==> config.mk <==
export PLATFORM = sky130hd
export DESIGN_NAME = fetch_unit
export DESIGN_NICKNAME = d
export VERILOG_FILES = /design/src/rtl/fetch_unit.sv
export SDC_FILE = /design/constraint.sdc
export NUM_CORES = 1
export LEC_CHECK = 0
export CORE_ASPECT_RATIO = 1.1
export CORE_MARGIN = 2
export CORE_UTILIZATION = 45
export DETAILED_ROUTE_END_ITERATION = 12
export PLACE_DENSITY = 0.65
export SLEW_MARGIN = 25
export SYNTH_ARGS = -nofsm -noshare
export SYNTH_HDL_FRONTEND = slang
export SYNTH_SLANG_ARGS = --single-unit
==> constraint.sdc <==
create_clock -name clk -period 4 [get_ports clk]
set_clock_uncertainty 0.15 [all_clocks]
set_input_delay 0.4 -clock clk [delete_from_list [all_inputs] [get_ports clk]]
set_output_delay 0.4 -clock clk [all_outputs]
set_load 0.1 [all_outputs]
==> src/rtl/fetch_unit.sv <==
// -----------------------------------------------------------------------------
// fetch_unit
//
// Front-end fetch stage of the Tomasulo core. Takes the current fetch address
// from the PC generator and issues instruction-memory reads under a credit
// scheme. Returned words are buffered in order, as {pc, instr} pairs, for
// decode.
//
// Credit: a request is issued only when
//   - fewer than MAX_INFLIGHT requests are outstanding, and
//   - every outstanding request already owns a free queue slot.
// Because of this, an IMEM response always finds room in the queue.
//
// Flush empties the queue at once. It also arms a drop counter so that the
// responses still owed for pre-flush requests are discarded on arrival.
//
// Build option: define FETCH_BYPASS_EN to let a response arriving at an empty
// queue appear on fq_* in the same cycle. If decode takes it in that cycle,
// it is never written. Without the macro, fq_* come only from the queue
// registers, so a response is visible one cycle after it arrives.
// -----------------------------------------------------------------------------
module fetch_unit #(
    parameter int DEPTH        = 4,
    parameter int MAX_INFLIGHT = 2,
    parameter int XLEN         = 32
) (
    input  logic                     clk,
    input  logic                     rst,
    input  logic [XLEN-1:0]          pc,
    output logic                     stall,
    input  logic                     flush,
    output logic                     imem_req_valid,
    input  logic                     imem_req_ready,
    output logic [XLEN-1:0]          imem_req_addr,
    input  logic                     imem_resp_valid,
    input  logic [XLEN-1:0]          imem_resp_data,
    output logic                     fq_valid,
    input  logic                     fq_ready,
    output logic [XLEN-1:0]          fq_pc,
    output logic [XLEN-1:0]          fq_instr,
    output logic [$clog2(DEPTH):0]   fq_count
);

    // Queue pointer and counter widths.
    localparam int PW = $clog2(DEPTH);
    localparam int CW = PW + 1;

    // Outstanding requests can never exceed DEPTH, whatever MAX_INFLIGHT is.
    // The in-flight PC FIFO therefore needs at most DEPTH entries.
    localparam int IF_DEPTH = (MAX_INFLIGHT > DEPTH) ? DEPTH : MAX_INFLIGHT;
    localparam int IW       = (IF_DEPTH > 1) ? $clog2(IF_DEPTH) : 1;

    localparam logic [CW-1:0] DEPTH_C    = CW'(DEPTH);
    localparam logic [CW-1:0] IF_DEPTH_C = CW'(IF_DEPTH);
    localparam logic [IW-1:0] IF_LAST    = IW'(IF_DEPTH - 1);

    // Fetch queue storage: PC and instruction for each entry.
    logic [XLEN-1:0] q_pc    [DEPTH];
    logic [XLEN-1:0] q_instr [DEPTH];
    logic [PW-1:0]   head;
    logic [PW-1:0]   tail;
    logic [CW-1:0]   count;

    // In-flight bookkeeping.
    // if_pc holds the PC of each outstanding request, oldest first.
    logic [XLEN-1:0] if_pc [IF_DEPTH];
    logic [IW-1:0]   if_head;
    logic [IW-1:0]   if_tail;
    logic [CW-1:0]   inflight;
    logic [CW-1:0]   drop_cnt;

    // Per-cycle decisions.
    logic            credit_ok;
    logic            can_issue;
    logic            issue;
    logic            resp;
    logic            resp_keep;
    logic            resp_drop;
    logic [XLEN-1:0] resp_pc;
    logic            q_empty;
    logic            enq;
    logic            deq;
`ifdef FETCH_BYPASS_EN
    logic            bypass;
`endif

    // The in-flight FIFO depth need not be a power of two, so it wraps
    // explicitly.
    function automatic logic [IW-1:0] if_next(input logic [IW-1:0] p);
        return (p == IF_LAST) ? '0 : p + IW'(1);
    endfunction

    // Credit check and request issue; stall tells the PC generator to hold.
    always_comb begin
        // NOTE: every always_comb output gets a default first so no path
        // can leave it unassigned and infer a latch.
        credit_ok      = 1'b0;
        can_issue      = 1'b0;
        issue          = 1'b0;
        credit_ok      = (inflight < IF_DEPTH_C) && ((count + inflight) < DEPTH_C);
        can_issue      = !rst && !flush && credit_ok;
        issue          = can_issue && imem_req_ready;
        imem_req_valid = can_issue;
        imem_req_addr  = pc;
        stall          = !issue;
    end

    // Classify this cycle's IMEM response as kept or dropped.
    always_comb begin
        resp      = 1'b0;
        resp_keep = 1'b0;
        resp_drop = 1'b0;
        // A response with nothing outstanding belongs to a request made
        // before reset; it is ignored.
        resp      = imem_resp_valid && (inflight != '0);
        resp_drop = resp && (drop_cnt != '0);
        resp_keep = resp && (drop_cnt == '0);
        resp_pc   = if_pc[if_head];
    end

    // Queue head presentation and enqueue/dequeue decisions.
    always_comb begin
        q_empty  = (count == '0);
        deq      = fq_ready && !q_empty;
        enq      = 1'b0;
        fq_valid = 1'b0;
        fq_pc    = '0;
        fq_instr = '0;
`ifdef FETCH_BYPASS_EN
        bypass   = resp_keep && q_empty && !flush && !rst;
        enq      = resp_keep && !(bypass && fq_ready);
        fq_valid = !q_empty || bypass;
        if (!q_empty) begin
            fq_pc    = q_pc[head];
            fq_instr = q_instr[head];
        end else if (bypass) begin
            fq_pc    = resp_pc;
            fq_instr = imem_resp_data;
        end
`else
        enq      = resp_keep;
        fq_valid = !q_empty;
        if (!q_empty) begin
            fq_pc    = q_pc[head];
            fq_instr = q_instr[head];
        end
`endif
        fq_count = count;
    end

    // Control state: pointers, occupancy, credit and drop counters.
    // Flush wins over enqueue and dequeue.
    always_ff @(posedge clk) begin
        // NOTE: sequential state uses non-blocking assignments only, so
        // every register samples pre-edge values regardless of block order.
        if (rst) begin
            head     <= '0;
            tail     <= '0;
            count    <= '0;
            inflight <= '0;
            drop_cnt <= '0;
            if_head  <= '0;
            if_tail  <= '0;
        end else begin
            if (resp) begin
                if_head <= if_next(if_head);
            end
            if (issue) begin
                if_tail <= if_next(if_tail);
            end
            if (flush) begin
                // Nothing issues in a flush cycle.
                // Every request still owed after this cycle gets dropped.
                head     <= '0;
                tail     <= '0;
                count    <= '0;
                inflight <= inflight - CW'(resp);
                drop_cnt <= inflight - CW'(resp);
            end else begin
                if (enq) begin
                    tail <= tail + PW'(1);
                end
                if (deq) begin
                    head <= head + PW'(1);
                end
                count    <= count + CW'(enq) - CW'(deq);
                inflight <= inflight + CW'(issue) - CW'(resp);
                if (resp_drop) begin
                    drop_cnt <= drop_cnt - CW'(1);
                end
            end
        end
    end

    // Payload storage: queue entries and in-flight PCs.
    always_ff @(posedge clk) begin
        // NOTE: storage arrays are not reset; the pointers and counters
        // above decide which entries are meaningful.
        if (!rst && !flush && enq) begin
            q_pc[tail]    <= resp_pc;
            q_instr[tail] <= imem_resp_data;
        end
        if (issue) begin
            if_pc[if_tail] <= pc;
        end
    end

    // Invariants: the credit scheme never over-commits the queue, and the
    // drop counter never exceeds the number of requests still owed.
    a_no_overcommit: assert property (@(posedge clk) disable iff (rst)
        (count + inflight) <= DEPTH_C);
    a_drop_bounded: assert property (@(posedge clk) disable iff (rst)
        drop_cnt <= inflight);

endmodule

==> results of run 1 <==
-- layer usage --
layer / GRT usage [%] / vias to the layer above / share of wire, %
met5: 0 / - / 0
met4: 5.357 / 0 / 2.5
met3: 2.949 / 44 / 4.1
met2: 29.53 / 160 / 52
met1: 19.93 / 3180 / 41
li1: - / 2818 / -
-- layout make-up --
| cell class | count | area (um^2) | area share [%] |
|---|---|---|---|
| repair buffers | 181 | 1684 | 10.47 |
| multi-input cells | 235 | 2831 | 17.60 |
| flip-flops and latches | 338 | 9978 | 62.03 |
| inverters | 14 | 52.55 | 0.3267 |
| clock inverters | 9 | 78.83 | 0.4900 |
| diodes | 1 | 2.502 | 0.01556 |
| well taps | 368 | 460.4 | 2.862 |
| clock buffers | 48 | 997.2 | 6.199 |
-- placed cells by master, fill, tap and decap left out, types with 2 or more instances in the layout --
cell type / synthesis / final
sky130_fd_sc_hd__xor2_1: 4 / 4
sky130_fd_sc_hd__buf_4: 35 / 71
sky130_fd_sc_hd__inv_1: 14 / 14
sky130_fd_sc_hd__clkbuf_8: 0 / 3
sky130_fd_sc_hd__nand2_1: 5 / 5
sky130_fd_sc_hd__edfxtp_1: 320 / 320
sky130_fd_sc_hd__inv_6: 0 / 2
sky130_fd_sc_hd__and2_1: 67 / 67
sky130_fd_sc_hd__nand2b_1: 3 / 3
sky130_fd_sc_hd__nor2_4: 0 / 2
sky130_fd_sc_hd__clkdlybuf4s50_1: 0 / 105
sky130_fd_sc_hd__clkbuf_1: 13 / 8
sky130_fd_sc_hd__xnor2_1: 9 / 9
sky130_fd_sc_hd__clkbuf_16: 0 / 37
sky130_fd_sc_hd__and3_4: 0 / 4
sky130_fd_sc_hd__nor2_1: 12 / 10
sky130_fd_sc_hd__clkinvlp_4: 0 / 2
sky130_fd_sc_hd__mux2_1: 3 / 3
sky130_fd_sc_hd__buf_12: 0 / 5
sky130_fd_sc_hd__mux2_2: 30 / 30
sky130_fd_sc_hd__fa_1: 2 / 2
sky130_fd_sc_hd__clkinv_1: 0 / 3
sky130_fd_sc_hd__mux4_2: 64 / 64
sky130_fd_sc_hd__mux2i_1: 2 / 2
sky130_fd_sc_hd__dfxtp_1: 18 / 15
sky130_fd_sc_hd__a21oi_1: 3 / 3
sky130_fd_sc_hd__dfxtp_4: 0 / 2
sky130_fd_sc_hd__nand3_1: 2 / 2
sky130_fd_sc_hd__ha_1: 13 / 13
-- state kept, by name, indices dropped and copies added (netlist names), 2 cells and up, named ones only --
| register | flops |
|---|---|
| q_instr | 128 |
| q_pc | 128 |
| inflight | 3 |
| drop_cnt | 3 |
| head | 2 |
| tail | 2 |
| if_pc | 64 |
| fq_count | 3 |
-- final timing paths --
path | end | slack [ps] | cells after the start
setup / recovery | fq_instr[31] | 870 | 4
hold / removal | if_pc[0][9]$_DFFE_PP_ | 350 | 1
setup reg to reg | inflight[2]$_SDFF_PP0_ | 1110 | 10
hold reg to reg | if_head$_SDFFE_PP0P_ | 370 | 2
-- cell families after synthesis --
family,count (synthesis)
AO/OA/AOI/OAI,8
XOR/XNOR,13
adder cells (fa/ha/maj),15
buffers and inverters,74
flip-flops,338
multiplexers,99
AND/OR/NAND/NOR,100
-- where the power goes --
group          leakage [nW]  internal [mW]  switching, mW  total [mW]
Combinational          1.76          0.634           1.65        2.29
Clock                 0.519           1.80           1.23        3.04
Sequential             3.03           4.11          0.110        4.22
==> impl_metrics.xml, run 1 <==
<?xml version="1.0" encoding="UTF-8"?>
<metrics>
  <group name="run_status">
    <metric name="status" unit="">complete, but fails checks</metric>
    <metric name="violations" unit="">DRC</metric>
  </group>
  <group name="yosys">
    <metric name="synth_adder_area_share" unit="%">1.533</metric>
    <metric name="synth_compound_gate_area_share" unit="%">0.3784</metric>
    <metric name="postSynthAreaPerCell" unit="um^2">20.44</metric>
    <metric name="dominant_combinational_cell_family_by_area_after_synthesis" unit="">multiplexers</metric>
    <metric name="number_of_cells_produced_by_synthesis" unit="">647</metric>
    <metric name="yosys-top-cells-area" unit="">sky130_fd_sc_hd__edfxtp_1, sky130_fd_sc_hd__mux4_2, sky130_fd_sc_hd__and2_1</metric>
    <metric name="synth_top_area_cell" unit="">sky130_fd_sc_hd__edfxtp_1</metric>
    <metric name="async_reset_ff_share" unit="%">0</metric>
    <metric name="yosys.area_share.simple" unit="%">4.541</metric>
    <metric name="synth_cell_type_count" unit="">34</metric>
    <metric name="muxShareOfSynthArea" unit="%">13.86</metric>
    <metric name="cell_area_after_technology_mapping" unit="mm^2">0.01323</metric>
    <metric name="post_synth_xor_area_fraction" unit="%">0.8609</metric>
    <metric name="yosys.cell_count.top_type" unit="">sky130_fd_sc_hd__edfxtp_1</metric>
    <metric name="synth_warnings" unit="">0</metric>
    <metric name="postSynthNetCount" unit="">732</metric>
    <metric name="main_flop_type_after_synthesis" unit="">sky130_fd_sc_hd__edfxtp_1</metric>
    <metric name="postSynthRegisterBits" unit="">338</metric>
    <metric name="synth_common_cells" unit="">sky130_fd_sc_hd__edfxtp_1, sky130_fd_sc_hd__and2_1, sky130_fd_sc_hd__mux4_2</metric>
    <metric name="synth-edff-count" unit="">320</metric>
    <metric name="yosys.area.top_type_share" unit="%">72.66</metric>
    <metric name="seq_area_frac_synth" unit="%">75.38</metric>
  </group>
  <group name="critical_path">
    <metric name="crit_chain" unit="">buf_4, mux4_2, and2_1, buf_4</metric>
    <metric name="worst-endpoint-arrival" unit="ps">2580</metric>
    <metric name="cp_max_fo" unit="">25</metric>
    <metric name="critical_path.n_buffers_inverters" unit="">2</metric>
    <metric name="cpPeakStageDelay" unit="ps">690</metric>
    <metric name="crit_type" unit="">reg2out</metric>
    <metric name="cpMaxStageDelayCell" unit="">sky130_fd_sc_hd__dfxtp_4</metric>
    <metric name="startpoint_type" unit="">flop</metric>
    <metric name="worst_path_dominant_cell_family" unit="">flip-flops</metric>
    <metric name="timing.critical_path.mode_cell" unit="">sky130_fd_sc_hd__buf_4</metric>
    <metric name="worst_ep_required_time" unit="ps">3450</metric>
    <metric name="timing.rr.start" unit="">fq_count[1]$_SDFF_PP0_</metric>
    <metric name="timing.critical_path.to_type" unit="">output pin</metric>
  </group>
  <group name="power">
    <metric name="ir_drop" unit="mV">0.3351</metric>
    <metric name="power.total" unit="mW">9.541</metric>
    <metric name="cellPowerDensity" unit="mW/mm^2">593.1</metric>
    <metric name="cellLeakagePower" unit="nW">5.311</metric>
  </group>
  <group name="clock_tree">
    <metric name="cts.hold.buffers_added" unit="">0</metric>
    <metric name="clock_tree.root_cell" unit="">sky130_fd_sc_hd__clkbuf_16</metric>
    <metric name="clkSlewWorstSetupHoldPaths" unit="ps">60</metric>
    <metric name="cts.htree.levels" unit="">2</metric>
    <metric name="cts_num_sinks" unit="">338</metric>
    <metric name="cts_buffers" unit="">36</metric>
    <metric name="clkLatencyLatePin" unit="ps">500</metric>
    <metric name="max_buffers_root_to_sink" unit="">3</metric>
    <metric name="cts_setup_buffers" unit="">0</metric>
    <metric name="cts_resized" unit="">0</metric>
    <metric name="tritoncts" unit="">done</metric>
  </group>
  <group name="hold_path">
    <metric name="worst_hold_path_startpoint" unit="">pc[9]</metric>
    <metric name="hold_path_class" unit="">in2reg</metric>
  </group>
  <group name="floorplanning">
    <metric name="die_area" unit="mm^2">0.03078</metric>
    <metric name="initial_utilization" unit="%">45.94</metric>
    <metric name="rows" unit="">65</metric>
    <metric name="height_of_the_die" unit="um">183.8</metric>
    <metric name="floorplan.io_pins" unit="">172</metric>
    <metric name="placeableCoreArea" unit="mm^2">0.02879</metric>
    <metric name="die_x" unit="um">167.5</metric>
  </group>
  <group name="detailed_routing">
    <metric name="overall_routed_net_length" unit="um">24740</metric>
    <metric name="via_count" unit="">6202</metric>
    <metric name="remaining_drc_errors" unit="">12</metric>
    <metric name="detail_route.first_pass.iterations" unit="">8</metric>
    <metric name="viasPerCell" unit="">5.194</metric>
    <metric name="antenna_violating_nets_post_route" unit="">0</metric>
    <metric name="drt-initial-drc-count" unit="">429</metric>
    <metric name="wl_per_cell" unit="um">20.72</metric>
  </group>
  <group name="global_route">
    <metric name="grt_pass1_wl" unit="um">38100</metric>
    <metric name="groute.usage.overall" unit="%">16.32</metric>
    <metric name="overflow" unit="">0</metric>
    <metric name="antenna_violations_before_repair" unit="">1</metric>
    <metric name="grt_pass1_vias" unit="">6853</metric>
    <metric name="grt_max_degree" unit="">66</metric>
  </group>
  <group name="placement">
    <metric name="place_ws" unit="ps">732.8</metric>
    <metric name="io_buffer_count" unit="">171</metric>
    <metric name="numPlacedInstances" unit="">1136</metric>
    <metric name="place.gp.congestion" unit="">0.7580</metric>
    <metric name="dpl-instance-area" unit="mm^2">0.01501</metric>
    <metric name="hpwl" unit="um">15270</metric>
  </group>
  <group name="timing">
    <metric name="finalCritPeriodShare" unit="%">78.25</metric>
    <metric name="hold_viol" unit="">0</metric>
    <metric name="timing.final.crit_period" unit="ps">3130</metric>
    <metric name="max-slew-margin-rel" unit="%">32.07</metric>
    <metric name="finalMaxSlewViolations" unit="">0</metric>
    <metric name="worstMarginPinSlew" unit="ps">1016</metric>
    <metric name="timing.setup.tns" unit="ps">0</metric>
    <metric name="final.hold.worst_slack" unit="ps">352.0</metric>
    <metric name="setup_repair_after_global_routing_missed_its_margin" unit="">no</metric>
    <metric name="setup_viol_count_final" unit="">0</metric>
    <metric name="achievable-frequency" unit="MHz">319.5</metric>
    <metric name="postLayoutSetupSlackWorst" unit="ps">869.9</metric>
  </group>
  <group name="layout">
    <metric name="final_net_count" unit="">891</metric>
    <metric name="final_design_utilization" unit="%">55.87</metric>
    <metric name="final-instance-count-excl-fill" unit="">1194</metric>
    <metric name="fillerInstances" unit="">2227</metric>
    <metric name="final_area" unit="mm^2">0.01609</metric>
    <metric name="layout-drive-gt1-share" unit="%">27.76</metric>
    <metric name="area_growth_syn_to_layout" unit="%">21.63</metric>
  </group>
  <group name="job">
    <metric name="number_of_max_capacitance_violations_reported" unit="">0</metric>
  </group>
</metrics>
(Power assumes the default switching activity.)
==> inputs of run 2 (changes only) <==
--- a/config.mk
+++ b/config.mk
@@ -9,7 +9,7 @@
 export CORE_MARGIN = 2
 export CORE_UTILIZATION = 45
 export DETAILED_ROUTE_END_ITERATION = 12
-export PLACE_DENSITY = 0.65
+export PLACE_DENSITY = 0.68
 export SLEW_MARGIN = 25
 export SYNTH_ARGS = -nofsm -noshare
 export SYNTH_HDL_FRONTEND = slang
==> constraint.sdc (replaced) <==
create_clock -name clk -period 2.65 [get_ports clk]
set_clock_uncertainty 0.15 [all_clocks]
set_input_delay 0.265 -clock clk [delete_from_list [all_inputs] [get_ports clk]]
set_output_delay 0.265 -clock clk [all_outputs]
set_load 0.1 [all_outputs]
==> run 2 against run 1 <==
Compared with the run above:
- the run still ends with DRC left
- via count up 1.2%
- die area stayed put
- critical endpoint is now fq_count[2]$_SDFF_PP0_
- clock power rose by 49%
- routed wire length fell by 1.8%
- critical path depth up 5
- sequential share of layout area is 3.5 points lower
- first-iteration DRC count shrank 6.8%
==> impl_metrics.xml, run 2 (synthesis results as in run 1) <==
<?xml version="1.0" encoding="UTF-8"?>
<metrics>
  <group name="layout">
    <metric name="antenna_cells" unit="">0</metric>
    <metric name="fillerInstances" unit="">2109</metric>
    <metric name="area_occupied_by_registers" unit="mm^2">0.009985</metric>
    <metric name="layout-drive-gt1-share" unit="%">35.16</metric>
    <metric name="area_growth_syn_to_layout" unit="%">28.98</metric>
    <metric name="layout.cells.most_common" unit="">sky130_fd_sc_hd__edfxtp_1</metric>
    <metric name="multi_input_area" unit="mm^2">0.002879</metric>
    <metric name="final_net_count" unit="">900</metric>
    <metric name="final_design_utilization" unit="%">59.25</metric>
    <metric name="largest_registers" unit="">q_instr (128), q_pc (128), if_pc (64)</metric>
    <metric name="final_cell_mix" unit="">sky130_fd_sc_hd__edfxtp_1, sky130_fd_sc_hd__buf_12, sky130_fd_sc_hd__clkdlybuf4s50_1, sky130_fd_sc_hd__mux4_2, sky130_fd_sc_hd__and2_1</metric>
  </group>
  <group name="clock_tree">
    <metric name="cts_setup_buffers" unit="">0</metric>
    <metric name="clkLatencyLatePin" unit="ps">510</metric>
    <metric name="cts.htree.levels" unit="">2</metric>
    <metric name="cts_num_sinks" unit="">338</metric>
    <metric name="clkSlewWorstSetupHoldPaths" unit="ps">60</metric>
    <metric name="cts_buffers" unit="">35</metric>
    <metric name="tritoncts" unit="">done</metric>
    <metric name="cts.hold.buffers_added" unit="">0</metric>
    <metric name="max_buffers_root_to_sink" unit="">3</metric>
    <metric name="clock_tree.root_cell" unit="">sky130_fd_sc_hd__clkbuf_16</metric>
  </group>
  <group name="detailed_routing">
    <metric name="wl_per_cell" unit="um">20.12</metric>
    <metric name="via_count" unit="">6279</metric>
    <metric name="remaining_drc_errors" unit="">10</metric>
    <metric name="drt-initial-drc-count" unit="">400</metric>
    <metric name="detail_route.first_pass.iterations" unit="">8</metric>
    <metric name="antenna_violating_nets_post_route" unit="">0</metric>
    <metric name="overall_routed_net_length" unit="um">24290</metric>
    <metric name="viasPerCell" unit="">5.202</metric>
  </group>
  <group name="power">
    <metric name="cellLeakagePower" unit="nW">5.626</metric>
    <metric name="ir_drop" unit="mV">0.5428</metric>
    <metric name="cellPowerDensity" unit="mW/mm^2">877.7</metric>
    <metric name="power.total" unit="mW">14.97</metric>
  </group>
  <group name="timing">
    <metric name="finalMaxSlewViolations" unit="">0</metric>
    <metric name="timing.final.crit_period" unit="ps">2547</metric>
    <metric name="postLayoutSetupSlackWorst" unit="ps">102.6</metric>
    <metric name="worstMarginPinSlew" unit="ps">791.9</metric>
    <metric name="hold_viol" unit="">0</metric>
    <metric name="achievable-frequency" unit="MHz">392.6</metric>
    <metric name="finalCritPeriodShare" unit="%">96.13</metric>
    <metric name="max-slew-margin-rel" unit="%">47.21</metric>
    <metric name="setup_repair_after_global_routing_missed_its_margin" unit="">no</metric>
    <metric name="setup_viol_count_final" unit="">0</metric>
  </group>
  <group name="job">
    <metric name="number_of_max_capacitance_violations_reported" unit="">0</metric>
  </group>
  <group name="critical_path">
    <metric name="crit_type" unit="">reg2reg</metric>
    <metric name="worst-endpoint-arrival" unit="ps">2780</metric>
    <metric name="timing.critical_path.to_type" unit="">flop</metric>
    <metric name="startpoint_type" unit="">flop</metric>
    <metric name="worst_ep_required_time" unit="ps">2880</metric>
    <metric name="cp_max_fo" unit="">4</metric>
  </group>
  <group name="placement">
    <metric name="place.gp.congestion" unit="">0.7283</metric>
    <metric name="place_ws" unit="ps">-11.95</metric>
    <metric name="io_buffer_count" unit="">171</metric>
    <metric name="hpwl" unit="um">15280</metric>
  </group>
  <group name="global_route">
    <metric name="grt_max_degree" unit="">67</metric>
    <metric name="antenna_violations_before_repair" unit="">0</metric>
    <metric name="grt_pass1_vias" unit="">6996</metric>
    <metric name="overflow" unit="">0</metric>
    <metric name="groute.usage.overall" unit="%">16.39</metric>
    <metric name="grt_pass1_wl" unit="um">38470</metric>
  </group>
  <group name="run_status">
    <metric name="status" unit="">complete, but fails checks</metric>
    <metric name="violations" unit="">DRC</metric>
  </group>
  <group name="hold_path">
    <metric name="hold_path_class" unit="">in2reg</metric>
  </group>
  <group name="floorplanning">
    <metric name="die_x" unit="um">167.5</metric>
    <metric name="initial_utilization" unit="%">45.94</metric>
    <metric name="height_of_the_die" unit="um">183.8</metric>
    <metric name="placeableCoreArea" unit="mm^2">0.02879</metric>
    <metric name="rows" unit="">65</metric>
    <metric name="floorplan.io_pins" unit="">172</metric>
    <metric name="die_area" unit="mm^2">0.03078</metric>
  </group>
</metrics>
run 2: repair_timing:
| item | in CTS | in global routing |
|---|---|---|
| setup endpoints to repair | 5 | 62 |
| pin swaps | 0 | 1 |
| resized for setup | 0 | 3 |
run 2: final cells by class:
cell class	instances	share of cell area (%)
tap	368	2.699
multi-input combinational	235	16.88
sequential	338	58.53
inverter	14	0.3081
timing repair buffer	191	15.31
clock inverter	19	0.9242
clock buffer	42	5.347
run 2: power by group:
group	switching, mW	internal, mW	total, mW	leakage [nW]
combinational	2.62	1.47	4.08	2.07
clock	1.88	2.66	4.54	0.521
sequential	0.155	6.20	6.35	3.03
total	4.65	10.3	15.0	5.63
run 2: layer usage:
metal,GRT usage (%),wire (um),vias up,part of all wire [%]
met4,5.043,503,0,2.1
met5,0,0,-,0
met1,19.98,9561,3217,39
met3,2.777,1211,41,5.0
met2,29.98,13010,184,54
li1,-,-,2837,-
run 2: per-stage QoR:
stage | cell area, um^2 | instances | setup TNS [ps] | hold WS (ps)
5_1_grt | 17060 | 1207 | 0 | 211.9
3_3_place_gp | 15970 | 1146 | 0 | 343.3
3_5_place_dp | 15970 | 1146 | -11.95 | 341.9
6_report | 17060 | 1207 | 0 | 210.9
2_1_floorplan | 13290 | 647 | -13340 | 213.9
4_1_cts | 17040 | 1207 | -19.42 | 186.8
run 2: worst paths after layout:
path / start / endpoint / slack (ps) / cells past startpoint
max: fq_count[2]$_SDFF_PP0_ / fq_count[2]$_SDFF_PP0_ / 100 / 9
min: pc[20] / if_pc[0][20]$_DFFE_PP_ / 210 / 1
max reg2reg: fq_count[2]$_SDFF_PP0_ / fq_count[2]$_SDFF_PP0_ / 100 / 9
min reg2reg: if_head$_SDFFE_PP0P_ / flop / 360 / 2
run 2: worst max-delay path, cell delays in order, from the launching register on:
cell and delay, ps:
sky130_fd_sc_hd__dfxtp_2 350, sky130_fd_sc_hd__or3_2 500, sky130_fd_sc_hd__and2_1 200, sky130_fd_sc_hd__ha_1 280, sky130_fd_sc_hd__inv_1 40, sky130_fd_sc_hd__ha_1 190, sky130_fd_sc_hd__fa_2 360, sky130_fd_sc_hd__xnor2_2 170
sky130_fd_sc_hd__xnor2_1 140, sky130_fd_sc_hd__nor2_1 60
